File: config.mk
export PLATFORM = sky130hd
export DESIGN_NAME = booth4_pp_seq
export DESIGN_NICKNAME = d
export VERILOG_FILES = /design/src/rtl/booth4_pkg.sv /design/src/rtl/inv_converter_16.sv /design/src/rtl/booth4_pp_seq.sv
export SDC_FILE = /design/constraint.sdc
export NUM_CORES = 1
export LEC_CHECK = 0
export BUFFER_PORTS_ARGS = -buffer_cell sky130_fd_sc_hd__buf_2
export CAP_MARGIN = 25
export CORE_MARGIN = 2
export CORE_UTILIZATION = 33
export DETAILED_ROUTE_END_ITERATION = 10
export GPL_TIMING_DRIVEN = 0
export SLEW_MARGIN = 20
export SYNTH_ARGS = -nofsm -noshare
export SYNTH_HDL_FRONTEND = slang
export SYNTH_SLANG_ARGS = --single-unit
File: constraint.sdc
create_clock -name sys_clk -period 3.1 [get_ports sys_clk]
set_input_delay 0.155 -clock sys_clk [delete_from_list [all_inputs] [get_ports sys_clk]]
set_output_delay 0.155 -clock sys_clk [all_outputs]
set_load 0.03 [all_outputs]
File: src/rtl/booth4_pkg.sv
// Shared constants and helpers for the radix-4 Booth partial-product generator.
package booth4_pkg;

  // Partial-product width: a 16-bit operand times a Booth digit in -2..+2.
  localparam int PP_W = 18;

  // Number of radix-4 digits in a 16-bit multiplier.
  localparam int N_PP = 8;

  // Booth digit encodings {Y[2i+1], Y[2i], Y[2i-1]}.
  localparam logic [2:0] DIG_ZERO_LO = 3'b000;
  localparam logic [2:0] DIG_PX_A    = 3'b001;
  localparam logic [2:0] DIG_PX_B    = 3'b010;
  localparam logic [2:0] DIG_P2X     = 3'b011;
  localparam logic [2:0] DIG_M2X     = 3'b100;
  localparam logic [2:0] DIG_MX_A    = 3'b101;
  localparam logic [2:0] DIG_MX_B    = 3'b110;
  localparam logic [2:0] DIG_ZERO_HI = 3'b111;

  // Sequencer states, kept as plain constants for older tool flows.
  localparam logic [0:0] ST_IDLE = 1'b0;
  localparam logic [0:0] ST_GEN  = 1'b1;

  // Multiple of X selected by one Booth digit.
  typedef enum logic [2:0] {
    SEL_ZERO = 3'd0,
    SEL_PX   = 3'd1,
    SEL_P2X  = 3'd2,
    SEL_MX   = 3'd3,
    SEL_M2X  = 3'd4
  } pp_sel_e;

  // Map a 3-bit Booth window onto the multiple of X it stands for.
  function automatic pp_sel_e booth_decode(input logic [2:0] trip);
    pp_sel_e sel;
    sel = SEL_ZERO;
    case (trip)
      DIG_ZERO_LO, DIG_ZERO_HI: sel = SEL_ZERO;
      DIG_PX_A, DIG_PX_B:       sel = SEL_PX;
      DIG_P2X:                  sel = SEL_P2X;
      DIG_M2X:                  sel = SEL_M2X;
      DIG_MX_A, DIG_MX_B:       sel = SEL_MX;
      default:                  sel = SEL_ZERO;
    endcase
    return sel;
  endfunction

endpackage

File: src/rtl/inv_converter_16.sv
// Two's-complement negation of a signed 16-bit value into 17 bits, so that
// negating -32768 gives +32768 without wrapping.
module inv_converter_16 (
  input  logic [15:0] data_i,
  output logic [16:0] neg_o
);

  // Sign-extend by one bit before negating so the result always fits.
  always_comb begin
    neg_o = ~{data_i[15], data_i} + 17'd1;
  end

endmodule

File: src/rtl/booth4_pp_seq.sv
// Sequential radix-4 Booth partial-product generator: accepts one X/Y pair,
// then streams the eight unshifted partial products over a valid/ready port.
module booth4_pp_seq #(
  parameter int N_PP = booth4_pkg::N_PP
) (
  input  logic                        sys_clk,
  input  logic                        sys_rst,
  input  logic                        in_valid,
  output logic                        in_ready,
  input  logic [15:0]                 mcand_i,
  input  logic [15:0]                 mplier_i,
  output logic                        out_valid,
  input  logic                        out_ready,
  output logic [booth4_pkg::PP_W-1:0] pp_o,
  output logic [2:0]                  pp_idx_o,
  output logic                        pp_last_o
);

  import booth4_pkg::*;

  localparam logic [2:0] IDX_LAST = 3'(N_PP - 1);

  logic [0:0]      state_q, state_d;
  logic [15:0]     x_q, x_d;
  logic [15:0]     y_q, y_d;
  logic [2:0]      idx_q, idx_d;

  logic            accept;
  logic            pp_fire;
  logic            is_last;
  logic [16:0]     neg_x;
  logic [16:0]     y_ext;
  logic [2:0]      trip;
  pp_sel_e         sel;
  logic [PP_W-1:0] x_ext;
  logic [PP_W-1:0] neg_ext;
  logic [PP_W-1:0] pp_raw;

  // -X comes from the shared negation block, working on the registered X.
  inv_converter_16 u_neg (
    .data_i (x_q),
    .neg_o  (neg_x)
  );

  // Handshake qualifiers and the externally visible status flags.
  always_comb begin
    in_ready  = (state_q == ST_IDLE);
    out_valid = (state_q == ST_GEN);
    accept    = in_valid && in_ready;
    is_last   = (idx_q == IDX_LAST);
    pp_fire   = out_valid && out_ready && is_last ? 1'b1 : 1'b0;
    pp_idx_o  = idx_q;
    pp_last_o = out_valid && is_last;
  end

  // Pick the current Booth window and build the selected multiple of X.
  always_comb begin
    y_ext   = {y_q, 1'b0};
    trip    = y_ext[{1'b0, idx_q, 1'b0} +: 3];
    sel     = booth_decode(trip);
    x_ext   = {{(PP_W - 16){x_q[15]}}, x_q};
    neg_ext = {{(PP_W - 17){neg_x[16]}}, neg_x};
    pp_raw  = '0;
    case (sel)
      SEL_ZERO: pp_raw = '0;
      SEL_PX:   pp_raw = x_ext;
      SEL_P2X:  pp_raw = x_ext << 1;
      SEL_MX:   pp_raw = neg_ext;
      SEL_M2X:  pp_raw = neg_ext << 1;
      default:  pp_raw = '0;
    endcase
    pp_o = out_valid ? pp_raw : '0;
  end

  // Next-state logic: capture operands on accept, step the digit index on
  // each output handshake and return to idle after the final digit.
  always_comb begin
    state_d = state_q;
    x_d     = x_q;
    y_d     = y_q;
    idx_d   = idx_q;
    case (state_q)
      ST_IDLE: begin
        if (accept) begin
          state_d = ST_GEN;
          x_d     = mcand_i;
          y_d     = mplier_i;
          idx_d   = '0;
        end
      end
      ST_GEN: begin
        if (pp_fire) begin
          state_d = ST_IDLE;
          idx_d   = '0;
        end else if (out_valid && out_ready) begin
          idx_d = idx_q + 3'd1;
        end
      end
      default: begin
        state_d = ST_IDLE;
        idx_d   = '0;
      end
    endcase
  end

  // State and operand registers, cleared immediately by reset.
  always_ff @(posedge sys_clk or posedge sys_rst) begin
    if (sys_rst) begin
      state_q <= ST_IDLE;
      x_q     <= '0;
      y_q     <= '0;
      idx_q   <= '0;
    end else begin
      state_q <= state_d;
      x_q     <= x_d;
      y_q     <= y_d;
      idx_q   <= idx_d;
    end
  end

endmodule

# Word-level counts from Yosys, hierarchy flattened
# Memory sizes are Yosys's and may differ from the RTL's.
# Index checks and enable logic that the tools add are counted.
[totals]
regBits = 36
inputBits = 36
wordCells = 33
memories = 1
rom_bits = 24
[op_classes]
reduce_logical = 6
n_shift = 1
bitwise = 2
n_eq_ne = 7
muxes = 10
n_addsub = 2
[memory_table]
columns = ["memory", "words", "width", "read_ports", "rd_clocked_by_memory_dff", "write_ports", "line", "rtl"]
rows = [
  ["(name not given)", 8, 3, 1, 0, 0, "booth4_pkg.sv:37", "case (trip)"],
]
[op_table]
columns = ["operator", "n"]
rows = [
  ["one-hot mux 18 bit (4 select lines)", 1],
  ["two-way mux 18 bit", 1],
  ["adder 17 x 1 -> 17 bit (second input constant)", 1],
  ["inverter 17 bit", 1],
  ["variable part select 17 x 5 -> 3 bit", 1],
  ["two-way mux 3 bit", 3],
  ["equality test 3 x 2 -> 1 bit (second input constant)", 2],
  ["equality test 3 bit (second input constant)", 2],
  ["one-hot mux 3 bit (2 select lines)", 1],
  ["logical AND 1 bit", 4],
  ["AND reduction 2 bit", 2],
  ["adder 3 x 1 -> 3 bit (second input constant)", 1],
  ["equality test 3 x 1 -> 1 bit (second input constant)", 1],
  ["two-way mux 1 bit", 3],
  ["!= test 3 x 1 -> 1 bit (second input constant)", 1],
  ["!= test 2 x 1 -> 1 bit (second input constant)", 1],
  ["one-hot mux 1 bit (2 select lines)", 1],
  ["inverter 1 bit", 1],
]

# Depth between registers and ports, before layout
# Gate-level depths: netlist of run 1.
[depth]
word_depth = 5
depth_mapped = 12
mapped_depth_nobuf = 11

# Hierarchy
# A second synthesis of run 1 with hierarchy kept.
[hier_totals]
hier_cells = 321
area_unflattened_um2 = 2723.9
[modules_own_cells]
columns = ["mod", "area_per_inst_um2", "n_inst", "seq_area_each_um2", "cells_per_inst"]
rows = [
  ["booth4_pp_seq", 2413.6, 1, 900.9, 279],
  ["inv_converter_16", 310.3, 1, 0.0, 42],
]

# Least setup slack after synthesis of run 1
# No wires, ideal clock.
[synth_timing]
path_type = "register to output"
startpoint = "register idx_q[0], in the netlist pp_idx_o[0]"
endpoint = "output port pp_o[5] in the netlist's numbering"
required_ns = 2.945
slack_ns = -0.375
arrival_time_ns = 3.320
path_stages_with_launch = 10
cell_sequence = "dfrtp_1 -> buf_4 -> mux4_2 -> mux2i_1 -> ha_1 -> clkbuf_1 -> nor2_1 -> a21boi_1 -> o21ai_0 -> a41oi_1"
[synth_via]
elab_chain_cells = 5
[synth_rtl]
columns = ["element", "line", "rtl"]
rows = [
  ["from (decl)", "booth4_pp_seq.sv:26", "logic [2:0] idx_q, idx_d;"],
  ["from (signal assigned)", "booth4_pp_seq.sv:117", "idx_q <= idx_d;"],
  ["variable part select 17 x 5 -> 3 bit (*)", "booth4_pp_seq.sv:59", "trip = y_ext[{1'b0, idx_q, 1'b0} +: 3];"],
  ["memory read (8 x 3 bit) (*)", "--", ""],
  ["equality test 3 bit (tied with other cells)", "booth4_pp_seq.sv:64", "case (sel)"],
  ["one-hot mux 18 bit (4 select lines) (*)", "booth4_pp_seq.sv:64", ""],
  ["two-way mux 18 bit (*)", "booth4_pp_seq.sv:72", "pp_o = out_valid ? pp_raw : '0;"],
  ["to (decl)", "booth4_pp_seq.sv:14", "output logic [booth4_pkg::PP_W-1:0] pp_o,"],
]
# Every way passes the cells marked *; elsewhere a longest branch is shown, timed or not.

# Worst setup path after layout of run 1
# Ends and elaborated chain as after synthesis.

==> metrics.yaml, run 1 <==
routing:
  drc: 0
  ant_nets: 0
  via_count: 2742
  drt-initial-drc-count: 285
  totalWireLength_um: 8520
  wire_per_inst_um: 17.8
  first_pass_iters: 6
  via_per_inst: 5.72
critical_path:
  critPathTopFamily: "buffers and inverters"
  cp_common_cell: "buf_6"
  crit_chain: "buf_6, mux4_2, nand2_1, o21a_1, ha_4, nor2b_4, buf_6, o311ai_4, buf_4, buf_6, a41oi_2, buf_6"
  cp.required_ns: 2.94
  path_class: "reg -> out"
  critPathBufInv: 5
  arrival_ns: 3.02
  start_kind: "register"
  cp_slowest_cell: "mux4_2"
  critPathMaxStageDelay_ns: 0.50
  critPathMaxFanout: 7
  crit_path_end_kind: "primary output"
final_layout:
  drive_gt1_share_pct: 53.6
  fin_nets: 418
  insertedDiodeCount: 0
  fin_cells: 479
  seqCellArea_um2: 901
  fillers: 714
  final_area_um2: 3950
  area_growth_pct: 47.8
  multiInputGateArea_um2: 1990
sta:
  fin_setup_tns_ns: -0.418
  setup_slack_ns: -0.0730
  hold_viol: 0
  slew_headroom_pct: 57.4
  finalSetupViolCount: 12
  rsz0062_at_grt: "yes"
  min_period_ns: 3.17
  clock_skew_ns: 0.00601
  fmaxAchievable_ghz: 0.315
  worst_pin_slew_ns: 0.639
  finalCritPeriodShare_pct: 102
  slew_viol_final: 0
floorplan:
  coreArea_um2: 7770
  die_area_um2: 8830
  die_h_um: 94.0
  num_rows: 32
  die_w_um: 94.0
  initial_core_util_pct: 34.4
  ios: 60
clock_tree:
  cts_max_level: 2
  cts_tree: "yes"
  clock-sinks: 36
  clk_path_buf_depth: 2
  cts_root_buf: "clkbuf_8"
  clkLatencyLatePin_ns: 0.29
  clkTransAtPathRegs_ns: 0.07
  cts_buffers: 5
synth:
  ys_seq_elements: 36
  async_reset_ff_share_pct: 100
  syn_area_um2: 2670
  synth.distinct_cells: 55
  yosys-top-cells-area: "dfrtp_1, mux2_2, o21ai_0, a31oi_1, ha_1"
  syn-num-nets: 321
  ys.flop_type: "dfrtp_1"
  yosysTopAreaCellShare_pct: 33.7
  syn_avg_cell_area_um2: 9.58
  synth_enable_flop_cells: 0
  yosysWarnings: 0
  synth.largest_area_cell: "dfrtp_1"
  ys_seq_area_share_pct: 33.7
  syn_inst: 279
placed_design:
  place_congestion: 0.873
  dp_hpwl_um: 5700
  dpl_cell_area_um2: 3210
  io_buffers: 59
  post-place-cells: 441
global_route:
  grt-ovfl-total: 0
  grt_usage_pct: 19.1
  grt_max_degree: 22
  grt_pass1_wl_um: 13200
  antenna_found_initial: 0
  grt_pass1_vias: 2641
hold_path:
  hold_path_class: "in -> reg"
run_status:
  violations: "setup timing"
  status: "complete, but fails checks"
flow_run:
  drv_cap: 0
## state kept, by name (all words and copies together) (netlist names)
register   count
pp_idx_o       3
y_q           16
out_valid      1
x_q           16
## tightest hold or removal path: cells and delay by family
family / cells / cell delay [ns]
AO/OA/AOI/OAI: 1 / 0.06
buffers and inverters: 1 / 0.07
AND/OR/NAND/NOR: 1 / 0.03
## layout make-up
class | instances | area share [%]
Sequential cell | 36 | 22.8
Timing Repair Buffer | 91 | 17.4
Multi-Input combinational cell | 214 | 50.3
Buffer | 18 | 3.07
Clock buffer | 7 | 1.93
Inverter | 10 | 1.01
Tap cell | 102 | 3.23
Clock inverter | 1 | 0.222
## synthesized netlist by cell type, types with 2 or more instances
library cell  count
nor3_2            2
nor2_1           11
a22o_1            2
nor4b_1           2
dfrtp_1          36
nor3_1            5
o31ai_1           5
mux4_2            3
buf_2             6
a222oi_1          2
ha_1              6
nor2b_1           5
a31oi_1          12
a2bb2oi_2         2
a2bb2o_1          2
nand2_1          17
clkbuf_1          7
o211ai_1          5
a22oi_1           9
buf_4             3
a21oi_1           8
mux2i_1           6
o21ai_0          26
a211oi_1          2
xnor2_1           6
buf_1             3
nand3_1           4
and2_1            2
mux2_2           31
or4_4             3
or3_4             2
nand2b_1          3
or3_1             2
nor4_1            8
or4_1             2
inv_1            10
## layout by cell type (no fill, tap or decap), types with 3 or more instances in the layout
cell      instances
buf_2            46
dfrtp_1          36
mux2_2           31
buf_6            27
buf_4            25
o21ai_0          22
nand2_1          16
nor2_1           10
a31oi_2           7
nor4_1            7
inv_1             6
clkbuf_1          6
xnor2_1           6
a22oi_2           6
mux2i_1           5
o211ai_1          5
a21oi_2           5
clkbuf_8          5
nor2b_1           4
nand3_1           4
buf_1             3
mux4_2            3
inv_2             3
or4_4             3
a22oi_1           3
nor3_1            3
a31oi_4           3
o21ai_2           3
ha_1              3
ha_4              3
## through the flow
step | hold slack (ns) | utilization [%] | setup WS [ns]
after floorplan | 0.267 | - | -0.102
after global placement | 0.368 | 41.0 | -0.364
after CTS | 0.0606 | 47.0 | 0.00551
after detailed placement | 0.166 | 41.3 | -0.386
after global routing | 0.0814 | 50.9 | -0.159
final | 0.0655 | 50.9 | -0.0730
## what timing repair did
action                     in CTS  in global routing
hold endpoints to repair       15                  0
resized for setup              58                 52
pin swaps                       9                 27
setup buffers                  16                 15
setup endpoints to repair      18                 18
gates cloned                    1                  0
hold buffers                    1                  0
## path summary, 6_finish.rpt
path,start,endpoint,slack [ns],cells past startpoint
min in group asynchronous,sys_rst,y_q[4]$_DFFE_PP0P_,0.39,3
setup / recovery,pp_idx_o[0]$_DFFE_PP0P_,pp_o[5],-0.07,12
setup reg to reg,out_valid$_DFF_PP0_,x_q[10]$_DFFE_PP0P_,1.09,4
hold / removal,mcand_i[0],x_q[0]$_DFFE_PP0P_,0.07,3
hold reg to reg,y_q[6]$_DFFE_PP0P_,y_q[6]$_DFFE_PP0P_,0.51,1
max in group asynchronous,sys_rst,out_valid$_DFF_PP0_,2.27,4
## logic make-up after synthesis
group	Yosys count	share of synthesized area [%]
AND/OR/NAND/NOR	75	16.4
multiplexers	40	17.8
buffers and inverters	29	4.78
flip-flops	36	33.7
AO/OA/AOI/OAI	86	22.1
XOR/XNOR	7	2.29
adder cells (fa/ha/maj)	6	2.81
## routing by layer
metal  share of wire, %  GRT usage, %  vias up
li1                   -             -     1261
met1                 39          25.1     1303
met2                 51          31.6      144
met3                6.9          2.73       34
met4                3.1          7.49        0
met5                  0             0        -
Power of run 1 is not shown: default switching activity piles up to over one toggle a cycle in this logic, so the estimate is an artifact.
==> inputs of run 2 (changes only) <==
--- a/config.mk
+++ b/config.mk
@@ -11,7 +11,9 @@
 export CORE_UTILIZATION = 33
 export DETAILED_ROUTE_END_ITERATION = 10
 export GPL_TIMING_DRIVEN = 0
+export RECOVER_POWER = 50
 export SLEW_MARGIN = 20
 export SYNTH_ARGS = -nofsm -noshare
 export SYNTH_HDL_FRONTEND = slang
 export SYNTH_SLANG_ARGS = --single-unit
+export TNS_END_PERCENT = 1
==> run 2 against run 1 <==
  * The run still ends with setup timing left
  * Critical endpoint is now pp_o[9]
  * Cell count is 0.84% lower
  * Hold slack worse by 0.011 ns
  * First-iteration DRC count is 1.1% higher
  * Non-clock buffer count is 4 lower
  * Critical path depth is 2 lower
  * Highest routed layer unchanged
==> metrics.yaml, run 2 (same netlist as run 1, synthesis figures left out) <==
sta:
  fin_setup_tns_ns: -0.0192
  slew_headroom_pct: 7.19
  fmaxAchievable_ghz: 0.321
  setup_slack_ns: -0.0112
  clock_skew_ns: 0.00518
  slew_viol_final: 0
  hold_viol: 0
  rsz0062_at_grt: "yes"
  worst_pin_slew_ns: 1.39
  finalCritPeriodShare_pct: 100
  min_period_ns: 3.11
  finalSetupViolCount: 2
clock_tree:
  cts_tree: "yes"
  ctsHoldBuffers: 0
  clkTransAtPathRegs_ns: 0.08
  cts_buffers: 5
  clkLatencyLatePin_ns: 0.30
  cts_max_level: 2
  cts_root_buf: "clkbuf_8"
  clock-sinks: 36
  clk_path_buf_depth: 2
floorplan:
  num_rows: 32
  coreArea_um2: 7770
  die_w_um: 94.0
  die_h_um: 94.0
  ios: 60
  die_area_um2: 8830
  initial_core_util_pct: 34.4
global_route:
  grt_max_degree: 37
  grt_pass1_wl_um: 13300
  grt-ovfl-total: 0
  grt_pass1_vias: 2627
  grt_usage_pct: 19.2
  antenna_found_initial: 0
routing:
  totalWireLength_um: 8530
  ant_nets: 0
  drt-initial-drc-count: 288
  via_count: 2730
  wire_per_inst_um: 17.9
  first_pass_iters: 5
  via_per_inst: 5.75
  drc: 0
placed_design:
  place_congestion: 0.934
  post-place-cells: 440
  io_buffers: 59
  dp_hpwl_um: 5570
final_layout:
  fin_cells: 475
  area_growth_pct: 42.9
  layout_common_cells: "buf_2, dfrtp_1, mux2_2"
  insertedDiodeCount: 0
  fin_nets: 414
  drive_gt1_share_pct: 50.7
  final_common_cell: "buf_2"
critical_path:
  critPathBufInv: 3
  cp_common_cell: "buf_6"
  path_class: "reg -> out"
  start_kind: "register"
  cp_slowest_cell: "mux4_2"
  critPathMaxFanout: 6
  cp.required_ns: 2.94
  crit_path_end_kind: "primary output"
  arrival_ns: 2.96
  crit_chain: "buf_6, mux4_2, mux2i_4, ha_4, nor2b_4, a21boi_4, buf_6, a222oi_1, a21oi_2, buf_6"
  critPathMaxStageDelay_ns: 0.53
  critPathTopFamily: "multiplexers"
run_status:
  violations: "setup timing"
  status: "complete, but fails checks"
hold_path:
  hold_path_class: "in -> reg"
flow_run:
  drv_cap: 0
==> run 2: cell count changes in the layout (fill, tap and decap cells not counted), moves of 2 or more <==
cell / before / now
a22oi_1: 3 / 7
a22oi_2: 6 / 2
o21ai_1: 1 / 4
clkinv_2: 0 / 2
o21ai_0: 22 / 20
o31ai_1: 2 / 4
==> run 2: final cells by class <==
type                       count  area [um2]
timing repair buffer          87         626
tap                          102         128
buffer                        18         121
clock buffer                   5        68.8
clock inverter                 3        18.8
inverter                      10        40.0
sequential                    36         901
fill                         739        3950
multi-input combinational    214        1920
==> run 2: per-stage QoR <==
stage / hold slack (ns) / worst slack, ns / utilization, % / area (um2)
CTS: 0.0222 / 0.00220 / 46.8 / 3640
global route: 0.0703 / -0.0942 / 49.2 / 3820
floorplan: 0.267 / -0.102 / - / 2760
finish: 0.0543 / -0.0112 / 49.2 / 3820
global placement: 0.361 / -0.569 / 41.0 / 3180
detailed placement: 0.345 / -0.554 / 41.0 / 3180
==> run 2: final timing paths <==
| check | start | endpoint | slack, ns | cells after the start |
|---|---|---|---|---|
| worst max register to register | out_valid$_DFF_PP0_ | x_q[14]$_DFFE_PP0P_ | 1.09 | 4 |
| worst max-delay path | pp_idx_o[0]$_DFFE_PP0P_ | pp_o[9] | -0.01 | 10 |
| worst min register to register | y_q[8]$_DFFE_PP0P_ | y_q[8]$_DFFE_PP0P_ | 0.51 | 1 |
| max in group asynchronous | sys_rst | x_q[1]$_DFFE_PP0P_ | 2.04 | 2 |
| worst min-delay path | mcand_i[0] | x_q[0]$_DFFE_PP0P_ | 0.05 | 3 |
| min in group asynchronous | sys_rst | y_q[1]$_DFFE_PP0P_ | 0.25 | 2 |
==> run 2: repair_timing <==
action | in CTS | in global routing
endpoints found under the setup margin | 18 | 18
cloned | 1 | 1
gates resized for setup | 58 | 43
pin swaps | 11 | 15
setup buffers | 20 | 6
==> run 2: layer usage <==
layer / track usage [%] / up-vias / wire length (um)
met2: 32.4 / 135 / 4330
li1: - / 1260 / -
met5: 0 / - / 0
met3: 3.85 / 6 / 673
met4: 4.11 / 0 / 50
met1: 25.6 / 1329 / 3480
==> run 2: worst min-delay path, stage by stage <==
cell     delay [ns]
buf_2          0.07
nand2_1        0.03
o21ai_0        0.05
Power of run 2 is left out for the same reason.
